**config.mk**
```make
export PLATFORM = sky130hd
export DESIGN_NAME = booth_divider_seq_flat
export DESIGN_NICKNAME = d
export VERILOG_FILES = /design/src/rtl/booth_divider_seq_if.sv /design/src/rtl/booth_divider_seq.sv /design/src/flat_wrapper.sv
export SDC_FILE = /design/constraint.sdc
export NUM_CORES = 1
export LEC_CHECK = 0
export BUFFER_PORTS_ARGS = -buffer_cell sky130_fd_sc_hd__buf_2
export CORE_MARGIN = 1
export CORE_UTILIZATION = 59
export CTS_CLUSTER_SIZE = 16
export DETAILED_ROUTE_END_ITERATION = 12
export GPL_TIMING_DRIVEN = 0
export PLACE_DENSITY = 0.83
export SYNTH_ARGS = -nofsm -noshare
export SYNTH_HDL_FRONTEND = slang
export SYNTH_SLANG_ARGS = --single-unit
```
**constraint.sdc**
```tcl
create_clock -name clk -period 3.3 [get_ports clk]
set_input_delay 0.66 -clock clk [delete_from_list [all_inputs] [get_ports clk]]
set_output_delay 0.66 -clock clk [all_outputs]
set_load 0.05 [all_outputs]
```
**src/rtl/booth_divider_seq_if.sv**
```systemverilog
// Handshake and operand/result bundle for booth_divider_seq.
//   master: drives start, dividend, divisor; observes status and results
//   slave : the divider itself
// start/dividend/divisor : request and signed operands, sampled while the divider is idle
// busy/done              : in-progress level and one-cycle completion pulse
// quotient/remainder     : signed results, held until the next done
// div_by_zero/overflow   : result flags, held with the results
interface booth_divider_seq_if #(
  parameter int unsigned DIVIDEND_W = 16,
  parameter int unsigned DIVISOR_W  = 8
);
  logic                  start;
  logic [DIVIDEND_W-1:0] dividend;
  logic [DIVISOR_W-1:0]  divisor;
  logic                  busy;
  logic                  done;
  logic [DIVIDEND_W-1:0] quotient;
  logic [DIVISOR_W-1:0]  remainder;
  logic                  div_by_zero;
  logic                  overflow;

  modport master (
    output start, dividend, divisor,
    input  busy, done, quotient, remainder, div_by_zero, overflow
  );

  modport slave (
    input  start, dividend, divisor,
    output busy, done, quotient, remainder, div_by_zero, overflow
  );
endinterface

```
**src/rtl/booth_divider_seq.sv**
```systemverilog
// Sequential signed divider, restoring shift-subtract, one quotient bit per clock.
// Truncating (round-toward-zero) quotient; remainder carries the dividend's sign.
// Ports:
//   clk : clock, rising edge
//   rst : asynchronous active-high reset; aborts any operation in flight
//   bus : booth_divider_seq_if slave (start/busy/done handshake, operands, results, flags)
// Requires DIVISOR_W <= DIVIDEND_W and DIVIDEND_W >= 2.
module booth_divider_seq #(
  parameter int unsigned DIVIDEND_W = 16,
  parameter int unsigned DIVISOR_W  = 8
) (
  input logic               clk,
  input logic               rst,
  booth_divider_seq_if.slave bus
);

  localparam int unsigned CW = $clog2(DIVIDEND_W);

  typedef enum logic [1:0] {StIdle, StPrep, StIter, StFix} state_e;

  state_e                state_q, state_d;
  logic [CW-1:0]         cnt_q;
  logic [DIVIDEND_W-1:0] dvd_q, acc_q;
  logic [DIVISOR_W-1:0]  dsr_q;
  logic [DIVISOR_W:0]    rem_q;
  logic [DIVIDEND_W-1:0] quotient_q;
  logic [DIVISOR_W-1:0]  remainder_q;
  logic                  done_q, dbz_q, ovf_q;

  logic [DIVIDEND_W-1:0] dvd_mag, src_acc, step_acc, q_fix;
  logic [DIVISOR_W-1:0]  dsr_mag, rem_lo, r_fix;
  logic [DIVISOR_W:0]    src_rem, shifted, step_rem;
  logic [DIVISOR_W+1:0]  trial;
  logic                  qbit, dsr_zero, ovf_fix, q_neg, last_iter;

  // Datapath: one restoring step, plus sign fix-up for the FIX cycle
  always_comb begin
    // Unsigned negation keeps |-2^(W-1)| = 2^(W-1) exact in W bits
    dvd_mag   = dvd_q[DIVIDEND_W-1] ? -dvd_q : dvd_q;
    dsr_mag   = dsr_q[DIVISOR_W-1]  ? -dsr_q : dsr_q;
    dsr_zero  = (dsr_q == '0);
    last_iter = (cnt_q == CW'(DIVIDEND_W - 1));

    // PREP runs the first step straight from the cleared remainder and fresh magnitude
    src_acc = (state_q == StPrep) ? dvd_mag : acc_q;
    src_rem = (state_q == StPrep) ? '0 : rem_q;

    // acc shifts dividend bits out of its MSB and quotient bits into its LSB
    shifted = {src_rem[DIVISOR_W-1:0], src_acc[DIVIDEND_W-1]};
    trial   = {1'b0, shifted} - {2'b00, dsr_mag};
    qbit    = ~trial[DIVISOR_W+1];
    step_rem = qbit ? trial[DIVISOR_W:0] : shifted;
    step_acc = {src_acc[DIVIDEND_W-2:0], qbit};

    q_neg   = dvd_q[DIVIDEND_W-1] ^ dsr_q[DIVISOR_W-1];
    q_fix   = q_neg ? -acc_q : acc_q;
    rem_lo  = rem_q[DIVISOR_W-1:0];
    r_fix   = dvd_q[DIVIDEND_W-1] ? -rem_lo : rem_lo;
    ovf_fix = (dvd_q == {1'b1, {(DIVIDEND_W-1){1'b0}}}) && (dsr_q == '1);
  end

  // FSM state register
  always_ff @(posedge clk or posedge rst) begin
    if (rst) state_q <= StIdle;
    else     state_q <= state_d;
  end

  // FSM next state
  always_comb begin
    state_d = state_q;
    unique case (state_q)
      StIdle: if (bus.start) state_d = StPrep;
      StPrep: state_d = dsr_zero ? StFix : StIter;
      StIter: if (last_iter) state_d = StFix;
      StFix:  state_d = StIdle;
      default: state_d = StIdle;
    endcase
  end

  // Operand capture, iteration state and result registers
  always_ff @(posedge clk or posedge rst) begin
    if (rst) begin
      cnt_q       <= '0;
      dvd_q       <= '0;
      dsr_q       <= '0;
      acc_q       <= '0;
      rem_q       <= '0;
      quotient_q  <= '0;
      remainder_q <= '0;
      done_q      <= 1'b0;
      dbz_q       <= 1'b0;
      ovf_q       <= 1'b0;
    end else begin
      done_q <= 1'b0;
      unique case (state_q)
        StIdle: begin
          if (bus.start) begin
            dvd_q <= bus.dividend;
            dsr_q <= bus.divisor;
          end
        end
        StPrep: begin
          acc_q <= step_acc;
          rem_q <= step_rem;
          cnt_q <= CW'(1);
        end
        StIter: begin
          acc_q <= step_acc;
          rem_q <= step_rem;
          cnt_q <= cnt_q + CW'(1);
        end
        StFix: begin
          done_q      <= 1'b1;
          dbz_q       <= dsr_zero;
          ovf_q       <= ovf_fix;
          quotient_q  <= dsr_zero ? '1 : q_fix;
          remainder_q <= dsr_zero ? '0 : r_fix;
          cnt_q       <= '0;
        end
        default: ;
      endcase
    end
  end

  // Outputs
  always_comb begin
    bus.busy        = (state_q != StIdle);
    bus.done        = done_q;
    bus.quotient    = quotient_q;
    bus.remainder   = remainder_q;
    bus.div_by_zero = dbz_q;
    bus.overflow    = ovf_q;
  end

endmodule

```
**src/flat_wrapper.sv**
```systemverilog
// flat-port wrapper written by rule: the top's interface ports become plain ports
module booth_divider_seq_flat 
#(
  parameter int unsigned DIVIDEND_W = 16,
  parameter int unsigned DIVISOR_W  = 8
)
  (clk, rst, bus_start, bus_dividend, bus_divisor, bus_busy, bus_done, bus_quotient, bus_remainder, bus_div_by_zero, bus_overflow);
  booth_divider_seq_if #(.DIVIDEND_W(DIVIDEND_W), .DIVISOR_W(DIVISOR_W)) bus_i ();
  input logic clk;
  input logic rst;
  input wire logic [$bits(bus_i.start)-1:0] bus_start;
  input wire logic [$bits(bus_i.dividend)-1:0] bus_dividend;
  input wire logic [$bits(bus_i.divisor)-1:0] bus_divisor;
  output wire logic [$bits(bus_i.busy)-1:0] bus_busy;
  output wire logic [$bits(bus_i.done)-1:0] bus_done;
  output wire logic [$bits(bus_i.quotient)-1:0] bus_quotient;
  output wire logic [$bits(bus_i.remainder)-1:0] bus_remainder;
  output wire logic [$bits(bus_i.div_by_zero)-1:0] bus_div_by_zero;
  output wire logic [$bits(bus_i.overflow)-1:0] bus_overflow;
  assign bus_i.start = bus_start;
  assign bus_i.dividend = bus_dividend;
  assign bus_i.divisor = bus_divisor;
  assign bus_busy = bus_i.busy;
  assign bus_done = bus_i.done;
  assign bus_quotient = bus_i.quotient;
  assign bus_remainder = bus_i.remainder;
  assign bus_div_by_zero = bus_i.div_by_zero;
  assign bus_overflow = bus_i.overflow;
  booth_divider_seq #(.DIVIDEND_W(DIVIDEND_W), .DIVISOR_W(DIVISOR_W)) u_core (.clk(clk), .rst(rst), .bus(bus_i));
endmodule
```
# After elaboration in Yosys (flattened, before gate mapping)
# Cells that the tools add are included.
dict set report word_totals {
  ff_bits 81
  in_bits 27
  out_inout_bits 28
  elab_cells 50
}
dict set report classes {
  n_addsub 6
  eq_ne 8
  mux 15
  n_bitwise 2
  reduce_logical 8
}
# op n
set op_table {}
lappend op_table {{two-way mux 16 bit} 4}
lappend op_table {{two-way mux 8 bit} 5}
lappend op_table {{negator 16 bit} 2}
lappend op_table {{equality test 16 bit (second input constant)} 1}
lappend op_table {{negator 8 bit} 2}
lappend op_table {{case mux 4 bit (3 select lines)} 1}
lappend op_table {{subtractor 9 x 8 -> 10 bit} 1}
lappend op_table {{equality test 8 bit (second input constant)} 1}
lappend op_table {{logical NOT 8 bit} 1}
lappend op_table {{case mux 2 bit (4 select lines)} 1}
lappend op_table {{adder 4 x 1 -> 4 bit (second input constant)} 1}
lappend op_table {{equality test 2 bit (second input constant)} 2}
lappend op_table {{equality test 4 bit (second input constant)} 1}
lappend op_table {{two-way mux 2 bit} 2}
lappend op_table {{AND reduction 2 bit} 2}
lappend op_table {{nonzero test 3 bit} 1}
lappend op_table {{equality test 2 x 1 -> 1 bit (second input constant)} 1}
lappend op_table {{logical NOT 2 bit} 1}
lappend op_table {{two-way mux 1 bit} 2}
lappend op_table {{!= test 2 x 1 -> 1 bit (second input constant)} 1}
lappend op_table {{!= test 2 bit (second input constant)} 1}
lappend op_table {{nonzero test 2 bit} 1}
lappend op_table {{OR reduction 2 bit} 1}
lappend op_table {{logical AND 1 bit} 1}
lappend op_table {{2 further kinds} 2}

# Depth between registers and ports, before layout
# Gate-level depths: netlist of run 1.
dict set report logic_depth {
  word_depth 5
  ltp_mapped 14
  depth_no_buf 14
}

# Worst setup path before layout of run 1
# No wires, ideal clock.
dict set report synth_timing {
  path_kind {register to register}
  startpoint {reg u_core.state_q[1]}
  endpoint {reg u_core.rem_q[0]}
  setup_ns 0.079
  arrival_time_ns 2.673
  required_time_ns 3.221
  path_slack_ns 0.548
  stages_incl_launch_ff 12
  path_buffers 1
  period_less_slack_ns 2.752
  cell_sequence {dfrtp_1 -> inv_1 -> ha_1 -> buf_1 -> nor2_1 -> ha_1 -> nor2b_1 -> o2111ai_1 -> a21oi_1 -> o22ai_1 -> mux2_2 -> mux2i_1}
}
dict set report synth_between {
  elab_chain_len 4
  elab_cells_between_ends 7
  cone_classes {1 x add/sub; 2 x eq/ne; 3 x mux; 1 x reduce/logical}
}
# element line
set synth_lines {}
lappend synth_lines {{start, declared} booth_divider_seq.sv:21} ;# state_e state_q, state_d;
lappend synth_lines {{start signal, assigned} booth_divider_seq.sv:64} ;# if (rst) state_q <= StIdle;
lappend synth_lines {{start signal, assigned} booth_divider_seq.sv:65} ;# else state_q <= state_d;
lappend synth_lines {{equality test 2 x 1 -> 1 bit} {booth_divider_seq.sv:45, booth_divider_seq.sv:46, booth_divider_seq.sv:95}}
lappend synth_lines {{two-way mux 16 bit / two-way mux 8 bit (equally long branches)} {booth_divider_seq.sv:45, booth_divider_seq.sv:46}}
lappend synth_lines {{subtractor 9 x 8 -> 10 bit} booth_divider_seq.sv:50} ;# trial = {1'b0, shifted} - {2'b00, dsr_mag};
lappend synth_lines {{two-way mux 8 bit} booth_divider_seq.sv:52} ;# step_rem = qbit ? trial[DIVISOR_W:0] : shifted;
lappend synth_lines {{end signal, assigned} booth_divider_seq.sv:104} ;# rem_q <= step_rem;
lappend synth_lines {{end signal, assigned} booth_divider_seq.sv:109} ;# rem_q <= step_rem;
lappend synth_lines {{end, declared} booth_divider_seq.sv:25} ;# logic [DIVISOR_W:0] rem_q;
# Several ways; a longest one is shown, not always the timed one.
# A chain may end at the register's enable or synchronous reset.

# Final worst setup path of run 1
dict set report layout_timing {
  startpoint {reg u_core.dvd_q[9]}
  endpoint {reg u_core.rem_q[2]}
}
dict set report layout_between {
  elab_chain_len 5
}
# element line
set layout_lines {}
lappend layout_lines {{start, declared} booth_divider_seq.sv:23} ;# logic [DIVIDEND_W-1:0] dvd_q, acc_q;
lappend layout_lines {{start signal, assigned} booth_divider_seq.sv:98} ;# dvd_q <= bus.dividend;
lappend layout_lines {{negator 16 bit} booth_divider_seq.sv:39} ;# dvd_mag = dvd_q[DIVIDEND_W-1] ? -dvd_q : dvd_q;
lappend layout_lines {{two-way mux 16 bit} booth_divider_seq.sv:39}
lappend layout_lines {{two-way mux 16 bit} booth_divider_seq.sv:45} ;# src_acc = (state_q == StPrep) ? dvd_mag : acc_q;
lappend layout_lines {{subtractor 9 x 8 -> 10 bit} booth_divider_seq.sv:50}
lappend layout_lines {{two-way mux 8 bit} booth_divider_seq.sv:52}
# Every way passes these cells.

==> impl_metrics.ini, run 1 <==
[sta]
slew_violations = 0
hold_viol = 0
rsz0062_at_grt = false
tightest_slew_ns = 0.5823
relSlewSlack_pct = 61.05
setup_viol = 0
min_period_ns = 3.085
post-route-period-util_pct = 93.48
finalClockSkew_ns = 0.01007
fmax_ghz = 0.3242

[clocking]
root_buffer = clkbuf_8
cts-resized-gates = 2
hold_buffers = 0
clkTransAtPathRegs_ns = 0.09
cts_tree = done
worstSkewPairLatency_ns = 0.36
postCtsSetupRepairBufs = 0
cts_buffers = 9
cts.sinks = 81
htreeDepth = 3
cts_buffer_depth = 2

[final_layout]
nets = 591
drive_gt1_share_pct = 21.86
diodes = 0
multi_input_area_um2 = 2484
fillCellCount = 602
syn2layout_area_growth_pct = 13.74
register_area_um2 = 2027
finalNonFillerCells = 651

[global_routing]
grt_pass1_vias = 3720
grt_max_degree = 64
grt_antenna_before_repair = 0
grtUsageTotal_pct = 27.19
grt_overflow = 0
grt_first_pass_wirelength_um = 17820

[drt]
wire_per_inst_um = 16.40
drt-total-wl_um = 10680
viasPerCell = 5.869
wl_met1_um = 4752
met2_length_um = 5109
drc = 0
drt-pass1-iter-count = 5
top_layer_used = met4
vias = 3821
drt_iter0_markers = 288
drtAntennaViolNets = 0
wl_met3_um = 591

[critical_path]
end_kind = flip-flop
crit_fanout = 5
reg2reg_setup_slack_ns = 0.22
worstPathArrival_ns = 3.31
cpPeakStageDelay_ns = 0.43
path_class = flip-flop to flip-flop
cp-start-kind = flip-flop
slowest_stage = dfrtp_1
cpMostUsedCell = a21oi_1
crit_chain = nor4_2 -> nand2_1 -> nor3b_2 -> a22oi_1 -> ha_1 -> nor2b_1 -> o2111ai_1 -> a21oi_1 -> o22a_1 -> mux2i_1 -> a21oi_1
crit_required_ns = 3.53

[die]
coreArea_um2 = 7687
dieHeight_um = 91.14
row_count = 32
boundaryPins = 55
die_w_um = 91.14
start_util_pct = 60.99
fp.dieArea_um2 = 8307

[logic_synthesis]
avgSynthCellArea_um2 = 9.808
syn-cell-area_um2 = 4688
synth-edff-count = 0
ys_seq_area_share_pct = 43.23
synth_cell_types = 54
syn-num-nets = 525
synth.top_cells.by_area = dfrtp_1 43%, mux2_2 8.2%, xor2_1 5.2%
synth_ff_type = dfrtp_1
ys_ff_latch = 81
yosys.area.top_type = dfrtp_1
synthCells = 478
async_flop_share_pct = 100.0
synth_warnings = 0
yosysTopAreaCellShare_pct = 43.23

[status]
outcome = finished clean

[worst_hold_path]
hp-class = input port to async pin

[placement]
dpl.cell_count = 635
io_buffers = 54
place_hpwl_um = 7876
globalplace.congestion = 0.9519

[run]
maxCapViolCount = 0
==> synthesized netlist by cell type, drive strengths merged, types with 2 or more instances <==
| master | number |
|---|---|
| dfrtp | 81 |
| nor2 | 35 |
| mux2 | 34 |
| nand2 | 30 |
| inv | 29 |
| o21ai | 28 |
| xor2 | 28 |
| nand3 | 21 |
| a21oi | 19 |
| clkbuf | 19 |
| ha | 19 |
| xnor2 | 17 |
| a31oi | 13 |
| nor2b | 12 |
| o31ai | 10 |
| nor3 | 9 |
| o22a | 6 |
| mux2i | 5 |
| nand2b | 5 |
| nor4 | 5 |
| o22ai | 5 |
| a21o | 4 |
| buf | 4 |
| o211ai | 4 |
| or3 | 4 |
| o41ai | 3 |
| a211o | 2 |
| a211oi | 2 |
| a22o | 2 |
| a2bb2oi | 2 |
| nand4 | 2 |
| nor3b | 2 |
| o221ai | 2 |
| or4 | 2 |
==> metrics by stage <==
| stage | area [µm²] | setup TNS [ns] | setup WS (ns) | hold WS [ns] | utilization, % |
|---|---|---|---|---|---|
| after floorplan | 4688 | 0 | 0.5476 | 0.4759 | - |
| after global placement | 5086 | -22.89 | -0.2867 | 0.4810 | 66.16 |
| after detailed placement | 5116 | -0.03100 | -0.03100 | 0.4823 | 66.55 |
| after CTS | 5324 | 0 | 0.1153 | 0.2463 | 69.25 |
| after global routing | 5333 | 0 | 0.004632 | 0.2552 | 69.37 |
| final | 5333 | 0 | 0.2152 | 0.2373 | 69.37 |
==> layout by cell type (no fill, tap or decap), types with 19 or more instances in the layout <==
cell,synthesis,routed
mux2_2,34,34
buf_2,0,54
nand2_1,30,30
dfrtp_1,81,81
xor2_1,28,28
ha_1,19,19
nor2_1,35,35
nand3_1,21,21
a21oi_1,19,19
inv_1,27,26
o21ai_1,19,19
==> state kept, by name (all words and copies together) (netlist names) <==
| name | count |
|---|---|
| u_core.dvd_q | 16 |
| u_core.rem_q | 8 |
| u_core.state_q | 2 |
| u_core.cnt_q | 4 |
| u_core.bus.remainder | 8 |
| u_core.bus.div_by_zero | 1 |
| u_core.acc_q | 16 |
| u_core.dsr_q | 8 |
| u_core.bus.quotient | 16 |
| u_core.bus.done | 1 |
| u_core.bus.overflow | 1 |
==> critical path: cells and delay by family, from the launching register on <==
family | cells | cell delay [ns]
AOI/OAI and AO/OA | 5 | 0.95
adders and majority gates | 1 | 0.22
DFF | 1 | 0.43
muxes | 1 | 0.21
and+or+nand+nor | 4 | 1.14
==> final timing paths <==
| kind | start | endpoint | cells after the start |
|---|---|---|---|
| min reg2reg | u_core.bus.quotient[4] | u_core.bus.quotient[4] | 1 |
| min | rst | u_core.rem_q[3] | 2 |
| max in group asynchronous | rst | u_core.dsr_q[3] | 3 |
| max reg2reg | u_core.dvd_q[9] | u_core.rem_q[2] | 11 |
| min in group clk | u_core.bus.quotient[4] | u_core.bus.quotient[4] | 1 |
| max | u_core.dvd_q[9] | u_core.rem_q[2] | 11 |
==> kinds of logic after synthesis <==
group	Yosys count	share of synthesized area (%)
adders and majority gates	20	5.498
DFF	81	43.23
and+or+nand+nor	131	14.09
buffers and inverters	52	4.163
AOI/OAI and AO/OA	110	15.21
muxes	39	9.234
xor gates and xnor gates	45	8.567
==> cell type report <==
type	instances	share of cell area [%]
Inverter	29	2.088
Multi-Input combinational cell	345	46.57
Clock inverter	6	1.267
Tap cell	102	2.393
Clock buffer	10	2.393
Sequential cell	81	38.01
Buffer	23	1.689
Timing Repair Buffer	55	5.584
==> per-layer routing <==
layer	GRT usage [%]	up-vias
li1	-	1833
met1	36.31	1816
met2	44.70	150
met3	4.188	22
met4	10.58	0
met5	0	-
Power of run 1 is not shown: default switching activity piles up to over one toggle a cycle in this logic, so the estimate is an artifact.
==> run 2: changes to the inputs <==
- GPL_TIMING_DRIVEN: 0 -> unset
==> run 2 against run 1 <==
  * Sequential share of layout area up 0.13 points
  * Final cell count down 2.5%
  * Final area shrank 0.33%
  * First-iteration DRC count fell by 17%
  * Highest routed layer unchanged
==> impl_metrics.ini, run 2 (synthesized netlist as in run 1, its figures left out) <==
[die]
row_count = 32
start_util_pct = 60.99
coreArea_um2 = 7687
dieHeight_um = 91.14
fp.dieArea_um2 = 8307
boundaryPins = 55
die_w_um = 91.14

[critical_path]
crit_required_ns = 3.59
r2r_end = u_core.rem_q[6]
cpPeakStageDelay_ns = 0.42
reg2reg_setup_slack_ns = 0.20
rr_worst_depth = 13
crit_fanout = 9
path_class = flip-flop to flip-flop
cp-start-kind = flip-flop
end_kind = flip-flop
crit_chain = inv_1 -> ha_1 -> inv_2 -> a22oi_1 -> ha_1 -> inv_1 -> fa_1 -> a211oi_1 -> o21bai_1 -> a21oi_1 -> xnor2_1 -> nand2_1 -> a31oi_1
worstPathArrival_ns = 3.39
slowest_stage = dfrtp_1
r2r-start = u_core.state_q[1]

[final_layout]
syn2layout_area_growth_pct = 13.37
diodes = 0
layout_commonest_cell = dfrtp_1
final_cell_mix = 81 x dfrtp_1, 54 x buf_2, 35 x nor2_1
nets = 575
finish.utilization_pct = 69.14
register_area_um2 = 2027
fillCellCount = 598
drive_gt1_share_pct = 23.45
multi_input_area_um2 = 2482

[global_routing]
grt_pass1_vias = 3493
grt_first_pass_wirelength_um = 16700
grt_max_degree = 47
grt_overflow = 0
grt_antenna_before_repair = 0
grtUsageTotal_pct = 25.63

[placement]
globalplace.congestion = 0.9179
io_buffers = 54
place_hpwl_um = 7351

[clocking]
htreeDepth = 3
root_buffer = clkbuf_8
worstSkewPairLatency_ns = 0.37
clkTransAtPathRegs_ns = 0.10
cts_buffer_depth = 2
cts_tree = done
cts_buffers = 9
postCtsSetupRepairBufs = 0
cts.sinks = 81

[drt]
drt-pass1-iter-count = 5
drt_iter0_markers = 238
vias = 3719
viasPerCell = 5.857
drt-total-wl_um = 9955
drtAntennaViolNets = 0
wire_per_inst_um = 15.68
drc = 0

[sta]
setup_viol = 0
hold_viol = 0
fmax_ghz = 0.3227
finalClockSkew_ns = 0.01137
tns_ns = 0
slew_violations = 0
post-route-period-util_pct = 93.92
tightest_slew_ns = 0.9761
min_period_ns = 3.099
rsz0062_at_grt = false
relSlewSlack_pct = 34.77

[run]
maxCapViolCount = 0

[worst_hold_path]
hp-class = input port to async pin

[status]
outcome = finished clean
[run 2: changes by cell type in the layout (fill, tap and decap cells not counted), sizes merged]
| cell | previous run | this run |
|---|---|---|
| clkbuf | 30 | 9 |
| buf | 58 | 62 |
| clkinv | 2 | 0 |
| bufinv | 1 | 2 |
| clkinvlp | 2 | 3 |
| inv | 30 | 31 |
[run 2: per-stage QoR]
step	worst slack (ns)	area [µm²]	hold slack [ns]	cells
2_1_floorplan	0.5476	4688	0.4759	478
4_1_cts	0.1736	5299	0.4640	635
5_1_grt	0.02816	5315	0.5024	635
3_5_place_dp	0.1993	5072	0.4822	619
6_report	0.2007	5315	0.4288	635
3_3_place_gp	0.2636	5072	0.4788	619
[run 2: how the worst max path moves through the flow]
stage	slack (ns)	from	endpoint
after global placement	0.26	u_core.state_q[1]	u_core.rem_q[6]
after floorplan	0.55	u_core.state_q[1]	u_core.rem_q[0]
after detailed placement	0.20	u_core.dvd_q[9]	u_core.rem_q[0]
final	0.20	u_core.state_q[1]	u_core.rem_q[6]
after CTS	0.17	u_core.dvd_q[9]	u_core.rem_q[0]
after global routing	0.03	u_core.dvd_q[9]	u_core.rem_q[4]
[run 2: critical path, delay by kind of cell, from the launching register on]
family / cells / cell delay [ns]
compound gates: 5 / 1.05
xor+xnor: 1 / 0.15
fa+ha+maj: 3 / 1.02
buf+inv: 3 / 0.30
flops: 1 / 0.42
simple gates: 1 / 0.08
[run 2: metal layers]
metal  vias up  global-route usage [%]  share of wire [%]
met5         -                       0                  0
met4         0                   9.127                1.6
met3        16                   3.518                4.4
met2       107                   40.66                 46
met1      1792                   36.22                 48
li1       1804                       -                  -
[run 2: repair_timing]
action	CTS	global route
hold endpoints to repair	0	0
hold buffers	0	0
setup endpoints to repair	0	6
gates resized for setup	0	3
[run 2: cell type report]
| cell class | instances | share of cell area [%] |
|---|---|---|
| multi-input combinational | 345 | 46.70 |
| sequential | 81 | 38.14 |
| timing repair buffer | 62 | 6.450 |
| tap | 102 | 2.401 |
| clock buffer | 9 | 2.331 |
| inverter | 29 | 2.048 |
| clock inverter | 7 | 1.930 |
Power of run 2 is left out for the same reason.
